--- src/rtl/ttl_pkg.sv ---
// Shared types for the 74123-style one-shot: channel state and default width.
package ttl_pkg;

    typedef enum logic {
        IDLE  = 1'b0,
        PULSE = 1'b1
    } os_state_e;

    localparam int DEF_WIDTH = 16;

endpackage

--- src/rtl/ttl_74123_channel.sv ---
// One clocked one-shot channel. Define TTL_74123_RETRIGGER_EN to make a
// trigger during a pulse reload the counter (retriggerable behaviour).
module ttl_74123_channel
    import ttl_pkg::*;
#(
    parameter int WIDTH        = DEF_WIDTH,
    parameter int PULSE_CYCLES = 100
) (
    input  logic clk_i,
    input  logic rst_ni,
    input  logic a_bar_i,
    input  logic b_i,
    input  logic clear_bar_i,
    output logic q_o
);

    localparam bit ARMED = (PULSE_CYCLES > 0);
    localparam logic [WIDTH-1:0] LOAD =
        ARMED ? WIDTH'(PULSE_CYCLES - 1) : '0;

`ifdef TTL_74123_RETRIGGER_EN
    localparam bit RETRIG = 1'b1;
`else
    localparam bit RETRIG = 1'b0;
`endif

    os_state_e        state_q, state_d;
    logic [WIDTH-1:0] count_q, count_d;
    logic             en_prev_q, en_prev_d;
    logic             en;
    logic             trig;

    assign en   = ~a_bar_i & b_i & clear_bar_i;
    assign trig = en & ~en_prev_q;

    always_comb begin
        state_d   = state_q;
        count_d   = count_q;
        en_prev_d = en;
        if (!clear_bar_i) begin
            state_d = IDLE;
            count_d = '0;
        end else begin
            unique case (state_q)
                IDLE: begin
                    if (trig && ARMED) begin
                        state_d = PULSE;
                        count_d = LOAD;
                    end
                end
                PULSE: begin
                    if (trig && RETRIG) begin
                        count_d = LOAD;
                    end else if (count_q == '0) begin
                        state_d = IDLE;
                    end else begin
                        count_d = count_q - 1'b1;
                    end
                end
            endcase
        end
    end

    // en_prev resets high so a level already enabled at release is not an edge
    always_ff @(posedge clk_i or negedge rst_ni) begin
        if (!rst_ni) begin
            state_q   <= IDLE;
            count_q   <= '0;
            en_prev_q <= 1'b1;
        end else begin
            state_q   <= state_d;
            count_q   <= count_d;
            en_prev_q <= en_prev_d;
        end
    end

    assign q_o = (state_q == PULSE);

endmodule

--- src/rtl/ttl_74123.sv ---
// BLOCKS-wide clocked 74123 one-shot. Define TTL_74123_RETRIGGER_EN for the
// retriggerable variant; DELAY_RISE/DELAY_FALL only shape simulated outputs.
module ttl_74123
    import ttl_pkg::*;
#(
    parameter int BLOCKS       = 2,
    parameter int WIDTH        = DEF_WIDTH,
    parameter int PULSE_CYCLES = 100,
    parameter int DELAY_RISE   = 0,
    parameter int DELAY_FALL   = 0
) (
    input  logic              Clk,
    input  logic              Reset_bar,
    input  logic [BLOCKS-1:0] A_bar,
    input  logic [BLOCKS-1:0] B,
    input  logic [BLOCKS-1:0] Clear_bar,
    output logic [BLOCKS-1:0] Q,
    output logic [BLOCKS-1:0] Q_bar
);

    logic [BLOCKS-1:0] q_raw;

    for (genvar i = 0; i < BLOCKS; i++) begin : g_ch
        ttl_74123_channel #(
            .WIDTH        (WIDTH),
            .PULSE_CYCLES (PULSE_CYCLES)
        ) u_ch (
            .clk_i       (Clk),
            .rst_ni      (Reset_bar),
            .a_bar_i     (A_bar[i]),
            .b_i         (B[i]),
            .clear_bar_i (Clear_bar[i]),
            .q_o         (q_raw[i])
        );
    end

    if (DELAY_RISE == 0 && DELAY_FALL == 0) begin : g_nodly
        assign Q = q_raw;
    end else begin : g_dly
        assign #(DELAY_RISE, DELAY_FALL) Q = q_raw;
    end

    // Derived from the final Q so the pair never disagrees, even with delays
    assign Q_bar = ~Q;

endmodule

--- config.mk ---
export PLATFORM = sky130hd
export DESIGN_NAME = ttl_74123
export DESIGN_NICKNAME = d
export VERILOG_FILES = /design/src/rtl/ttl_pkg.sv /design/src/rtl/ttl_74123_channel.sv /design/src/rtl/ttl_74123.sv
export SDC_FILE = /design/constraint.sdc
export NUM_CORES = 1
export LEC_CHECK = 0
export ABC_AREA = 1
export BUFFER_PORTS_ARGS = -buffer_cell sky130_fd_sc_hd__buf_2
export CORE_MARGIN = 1
export CORE_UTILIZATION = 40
export DETAILED_ROUTE_END_ITERATION = 6
export GPL_ROUTABILITY_DRIVEN = 0
export PLACE_DENSITY_LB_ADDON = 0.08
export SLEW_MARGIN = 20
export SYNTH_ARGS = -nofsm -noshare
export SYNTH_HDL_FRONTEND = slang
export SYNTH_SLANG_ARGS = --single-unit
--- constraint.sdc ---
create_clock -name Clk -period 4.2 [get_ports Clk]
set_clock_uncertainty 0.05 [all_clocks]
set_input_delay 0.21 -clock Clk [delete_from_list [all_inputs] [get_ports Clk]]
set_output_delay 0.21 -clock Clk [all_outputs]
set_load 0.05 [all_outputs]
==> results of run 1 <==
[layout by cell type, fill, tap and decap left out, types with 5 or more instances in the layout]
| cell | count |
|---|---|
| nand2_1 | 96 |
| clkbuf_8 | 7 |
| nor2_1 | 45 |
| nor2_2 | 8 |
| o21ai_1 | 18 |
| o21ai_2 | 5 |
| dfrtp_1 | 34 |
| xnor2_1 | 6 |
| buf_2 | 11 |
| inv_1 | 37 |
| nand3_1 | 48 |
[flip-flops by register name, summed over array words and instances, names as in the netlist]
name,count
g_ch.u_ch.en_prev_q,2
g_ch.u_ch.count_q,32
g_ch.u_ch.q_o,2
[metal layers]
| metal | track usage | share of wire |
|---|---|---|
| met1 | 0.225 | 0.44 |
| met5 | 0 | 0 |
| met2 | 0.328 | 0.51 |
| met3 | 0.0307 | 0.029 |
| met4 | 0.0518 | 0.015 |
[logic make-up after synthesis]
logic type | synth area share
and+or+nand+nor | 0.414
xor gates and xnor gates | 0.0359
adders and majority gates | 0.0103
AOI/OAI and AO/OA | 0.0734
buffers and inverters | 0.0955
DFF | 0.371
[synthesized netlist by cell type]
| master | instances |
|---|---|
| ha_1 | 2 |
| nand3_1 | 48 |
| o21ai_0 | 3 |
| nand4_2 | 2 |
| inv_1 | 37 |
| buf_4 | 3 |
| nor2_2 | 8 |
| nor2_8 | 2 |
| buf_12 | 1 |
| xor2_1 | 4 |
| nand3_2 | 2 |
| nand2_4 | 4 |
| o21ai_2 | 5 |
| buf_6 | 3 |
| nand3_4 | 1 |
| xnor2_1 | 6 |
| dfrtp_1 | 34 |
| buf_2 | 2 |
| o21ai_1 | 18 |
| nor2_1 | 45 |
| dfstp_2 | 2 |
| o21bai_1 | 2 |
| nor2_4 | 1 |
| inv_2 | 1 |
| nand2_2 | 1 |
| nand4_1 | 4 |
| nand2_1 | 96 |
| a21oi_1 | 3 |
| clkbuf_1 | 1 |
[report_power, final]
group          switching, mW  internal, mW
Clock                  0.134         0.210
Sequential            0.0138         0.359
Combinational          0.153        0.0744
Total                  0.301         0.643
[layout make-up]
cell class | instances | area (um2) | share of cell area
Clock buffer | 7 | 96.3 | 0.0365
Clock inverter | 1 | 30.0 | 0.0114
Inverter | 38 | 143 | 0.0540
Multi-Input combinational cell | 257 | 1300 | 0.492
Sequential cell | 36 | 903 | 0.342
Tap cell | 75 | 93.8 | 0.0355
Timing Repair Buffer | 13 | 75.1 | 0.0284
[final timing paths]
path / to / slack [ps] / cells past startpoint
max: g_ch[1].u_ch.count_q[15] / 2350 / 7
min: g_ch[1].u_ch.count_q[11] / -20 / 1
max reg2reg: g_ch[1].u_ch.count_q[15] / 2350 / 7
min reg2reg: g_ch[1].u_ch.count_q[1] / 480 / 2
max in group asynchronous: g_ch[0].u_ch.count_q[6] / 3600 / 1
min in group Clk: g_ch[0].u_ch.en_prev_q / 70 / 3
[through the flow]
step / instances / cell area (um2)
floorplan: 341 / 2440
global placement: 417 / 2500
finish: 427 / 2640
detailed placement: 417 / 2500
global route: 427 / 2640
CTS: 427 / 2640
[what timing repair did]
item / CTS / global route
hold buffers: 2 / 0
hold endpoints to repair: 2 / 0
gates resized for setup: 0 / 0
==> flow_summary.toml, run 1 <==
[run_status]
status = "finished, violations left"
violations = "hold timing"

[pwr]
finalPower_mw = 0.943
pwr_density_cell_mw_per_mm2 = 357
vdd_drop_max_mv = 0.196
power.leakage_nw = 1.40

[placed_design]
port_buffers = 11
pre_cts_ws_ps = 2350
dpl.hpwl_um = 3760

[worst_setup_path]
setup.worst_path.start_class = "register"
cp_cell_sequence = "inv_1 > ha_1 > nand2_4 > nor2_2 > nand2_1 > nand4_2 > o21ai_1"
cp_data_arrival_time_ps = 2000
slowest_stage = "dfrtp_1"
critPathTopFamily = "simple AND/OR/NAND/NOR gates"
path_buf_inv = 1
crit_fanout = 12
worstSetupPathType = "register to register"
cp-startpoint = "g_ch[1].u_ch.count_q[0]"
cp.required_ps = 4350
r2r_start = "g_ch[1].u_ch.count_q[0]"
end_kind = "register"
slowest_delay_ps = 370

[sta]
hold_violations = 34
finalSetupViolCount = 0
timing.final.ws_setup_ps = 2350
worst_pin_slew_ps = 842
post-route-min-period_ps = 1850
holdWs_ps = -23.4
fin_tns_setup_ps = 0
rsz0062_at_grt = "false"
drv_slew = 0
fmax_mhz = 541
finalCritPeriodShare = 0.440
relSlewSlack = 0.439

[die]
io_pins = 12
die_area_mm2 = 0.00641
die_h_um = 80.1
die_w_um = 80.1
initial_core_util = 0.414
coreArea_mm2 = 0.00589
core.rowCount = 28

[logic_synthesis]
yosys.area.top_type = "dfrtp_1"
synth-seq-cells = 36
yosysWarnings = 0
synth_area_leaders = "dfrtp_1 (35%), nand2_1 (15%), nand3_1 (9.9%), nor2_1 (6.9%), inv_1 (5.7%)"
synth_seq_area_share = 0.371
avgSynthCellArea_um2 = 7.15
syn_inst = 341
netlist_area_mm2 = 0.00244
synth_top_area_share = 0.349
ys_types = 29
synth_nets = 351

[grt]
grt_max_degree = 37
grt_pass1_wl_um = 9090
grt_pass1_vias = 1962
antenna_found_initial = 0
grt_overflow = 0
grt_usage = 0.183

[cts]
cts_tree = "yes"
cts_sinks = 36
clock_latency_ps = 290
numCtsBuffers = 5
post_cts_buffers = 0
clockRootBuffer = "clkbuf_8"
cts-htree-levels = 2
clk_pin_slew_worst_paths_ps = 80
clockBufferDepth = 2

[final_layout]
antennaDiodeCount = 0
nets = 361
syn_to_final_growth_pct = 8.42
drive_above_1_share = 0.136
nFillCells = 626
utilization = 0.449

[detailed_routing]
first_pass_iters = 4
finalWirelength_um = 5320
drc = 0
wire_per_inst_um = 12.5
drtIter0Drc = 134
vias_per_cell = 4.92
ant_nets = 0
vias = 2101

[flow_run]
maxCapViolCount = 0

[worst_hold_path]
hold_path.class = "input port to async pin"
Power figures use the tool's default switching activity.
==> run 2: changes to the inputs <==
ABC_AREA = 0   (was 1)
clock period = 1.59 ns   (was 4.2 ns; I/O delays follow)
==> run 2 against run 1 <==
The run ends with setup timing left. Combinational power grew to 8.0 times the previous value. Cell count is 0.70% lower. Global-route usage is 7.4 points higher. Count of clock-buffer cells in the layout is 1 higher. Hold slack better by 33 ps. Via count is 20% higher. Register-to-register slack worse by 2700 ps. Routed wire length is 36% higher. Critical path type unchanged. Critical endpoint is now g_ch[1].u_ch.count_q[8]. Highest routed layer unchanged.
==> flow_summary.toml, run 2 <==
[logic_synthesis]
avgSynthCellArea_um2 = 9.07
ys_types = 61
synth_edf_count = 0
async_flop_share = 1.00
synth.top_cells.by_count = "dfrtp_1 (34), nand2_1 (26), nor2_1 (14)"
synth-seq-cells = 36
yosysWarnings = 0
yosysMostFrequentCell = "dfrtp_1"
netlist_area_mm2 = 0.00233
synth_area_leaders = "dfrtp_1 (37%), nand2_1 (4.2%), o22ai_1 (2.4%), dfstp_2 (2.3%), nor2_1 (2.3%)"
synth_seq_area_share = 0.388
synth_top_area_share = 0.365
syn_inst = 257
synth_nets = 267
yosys.area.top_type = "dfrtp_1"
ys.flop_type = "dfrtp_1"

[worst_hold_path]
min_path_cells = 2
min_to = "g_ch[1].u_ch.en_prev_q"
hp-start = "A_bar[1]"
hold_path.class = "input port to register"

[sta]
finalCritPeriodShare = 1.25
post-route-min-period_ps = 1980
hold_violations = 0
relSlewSlack = 0.719
drv_slew = 0
fmax_mhz = 505
rsz0062_at_grt = "true"
worst_pin_slew_ps = 416
timing.final.ws_setup_ps = -391
finalSetupViolCount = 34

[cts]
clock_latency_ps = 290
cts_tree = "yes"
clockRootBuffer = "clkbuf_8"
cts-htree-levels = 2
clockBufferDepth = 2
cts_sinks = 36
clk_pin_slew_worst_paths_ps = 80
numCtsBuffers = 5

[final_layout]
regMostFlops = "g_ch.u_ch.count_q"
nets = 361
layout_commonest_cell = "buf_4"
final_cell_mix = "buf_4 (80), dfrtp_1 (34), nand2_1 (24), nor2_1 (12), buf_2 (11)"
drive_above_1_share = 0.463
largest_register_ff_count = 32
antennaDiodeCount = 0
syn_to_final_growth_pct = 53.1

[run_status]
status = "finished, violations left"
violations = "setup timing"

[grt]
met1_usage = 0.279
antenna_found_initial = 0
grt_util_met3 = 0.0442
grt_pass1_vias = 2708
grt_use_met2 = 0.487
grt_pass1_wl_um = 12400
grt_usage = 0.257
grt_max_degree = 37
grt_overflow = 0
grt_busiest_layer = "met2"

[worst_setup_path]
rr_endpoint = "g_ch[1].u_ch.count_q[8]"
cp_cell_sequence = "inv_2 > ha_2 > or3b_4 > or3_4 > a2111o_1 > a21boi_1"
end_kind = "register"
r2r_cells = 6
rrSetupSlack_ps = -390
setup.worst_path.start_class = "register"
slowest_stage = "or3b_4"
slowest_delay_ps = 420
cp.required_ps = 1760
crit_fanout = 4
r2r_start = "g_ch[1].u_ch.count_q[1]"
cp_data_arrival_time_ps = 2150
worstSetupPathType = "register to register"

[flow_run]
maxCapViolCount = 0

[placed_design]
dpl.hpwl_um = 4880
port_buffers = 11
pre_cts_ws_ps = -421

[die]
die_w_um = 78.3
core.rowCount = 27
coreArea_mm2 = 0.00557
die_area_mm2 = 0.00613
initial_core_util = 0.418
io_pins = 12
die_h_um = 78.3

[pwr]
pwr_density_cell_mw_per_mm2 = 994
vdd_drop_max_mv = 0.438
finalPower_mw = 3.54
power.leakage_nw = 1.63

[detailed_routing]
wire_per_inst_um = 17.1
vias = 2522
drtIter0Drc = 128
first_pass_iters = 4
vias_per_cell = 5.95
ant_nets = 0
drc = 0
finalWirelength_um = 7240
==> run 2: cell count changes in the layout (fill, tap and decap cells not counted), moves of 17 or more <==
cell and delta:
nand2_1 -72, o21ai_1 -17, nor2_1 -33, nand3_1 -41, buf_4 +80, inv_1 -31
==> run 2: worst max path at each step <==
stage	startpoint	endpoint	slack [ps]
floorplan	g_ch[1].u_ch.count_q[0]	g_ch[1].u_ch.count_q[8]	-400
global placement	g_ch[1].u_ch.count_q[1]	g_ch[1].u_ch.count_q[8]	-390
detailed placement	g_ch[1].u_ch.count_q[1]	g_ch[1].u_ch.count_q[8]	-420
CTS	g_ch[1].u_ch.count_q[1]	g_ch[1].u_ch.count_q[8]	-380
global route	g_ch[1].u_ch.count_q[0]	g_ch[1].u_ch.count_q[8]	-450
finish	g_ch[1].u_ch.count_q[1]	g_ch[1].u_ch.count_q[8]	-390
==> run 2: kinds of logic (layout without fill, tap and decap cells) <==
family | Yosys count | count (layout) | share of synthesized area
muxes | 1 | 1 | 0.00430
AOI/OAI and AO/OA | 72 | 72 | 0.243
DFF | 36 | 36 | 0.388
and+or+nand+nor | 118 | 118 | 0.300
xor gates and xnor gates | 2 | 2 | 0.00752
buffers and inverters | 26 | 121 | 0.0467
adders and majority gates | 2 | 2 | 0.0107
==> run 2: layer usage <==
metal  part of all wire  vias up
met5                  0        -
met1               0.42     1244
met4              0.021        0
li1                   -     1203
met3              0.030       18
met2               0.53       57
==> run 2: area by class of cell <==
cell class                 count  area (um2)
clock buffer                   8        90.1
fill                         487        2010
inverter                       8        30.0
multi-input combinational    195        1630
sequential                    36         903
tap                           72        90.1
timing repair buffer         105         826
==> run 2: worst max-delay path, delay by kind of cell, from the launching register on <==
kind            cells  cell delay, ps
compound gates      2             420
fa+ha+maj           1             170
buf+inv             1              60
flops               1             390
simple gates        2             830
==> run 2: repair_timing <==
item / in CTS / in global routing
gates resized for setup: 41 / 14
setup endpoints to repair: 34 / 34
pin swaps: 29 / 12
buffers inserted: 4 / 2
hold buffers: 4 / 0
hold endpoints to repair: 38 / 0
==> run 2: power by group <==
group | total, mW | switching, mW | internal [mW]
Combinational | 1.81 | 0.915 | 0.893
Sequential | 1.04 | 0.0536 | 0.984
Clock | 0.699 | 0.345 | 0.354
Total | 3.54 | 1.31 | 2.23
==> run 2: stage by stage <==
stage          instances  utilization  cell area, um2  hold slack [ps]  setup TNS [ps]
2_1_floorplan        257            -            2440             -266           -6150
3_3_place_gp         409        0.568            3170             14.7           -7160
3_5_place_dp         409        0.568            3170             11.5           -7700
4_1_cts              425        0.629            3510             3.03           -7220
5_1_grt              424        0.640            3570             12.4          -10350
6_report             424        0.640            3570             9.36           -7540
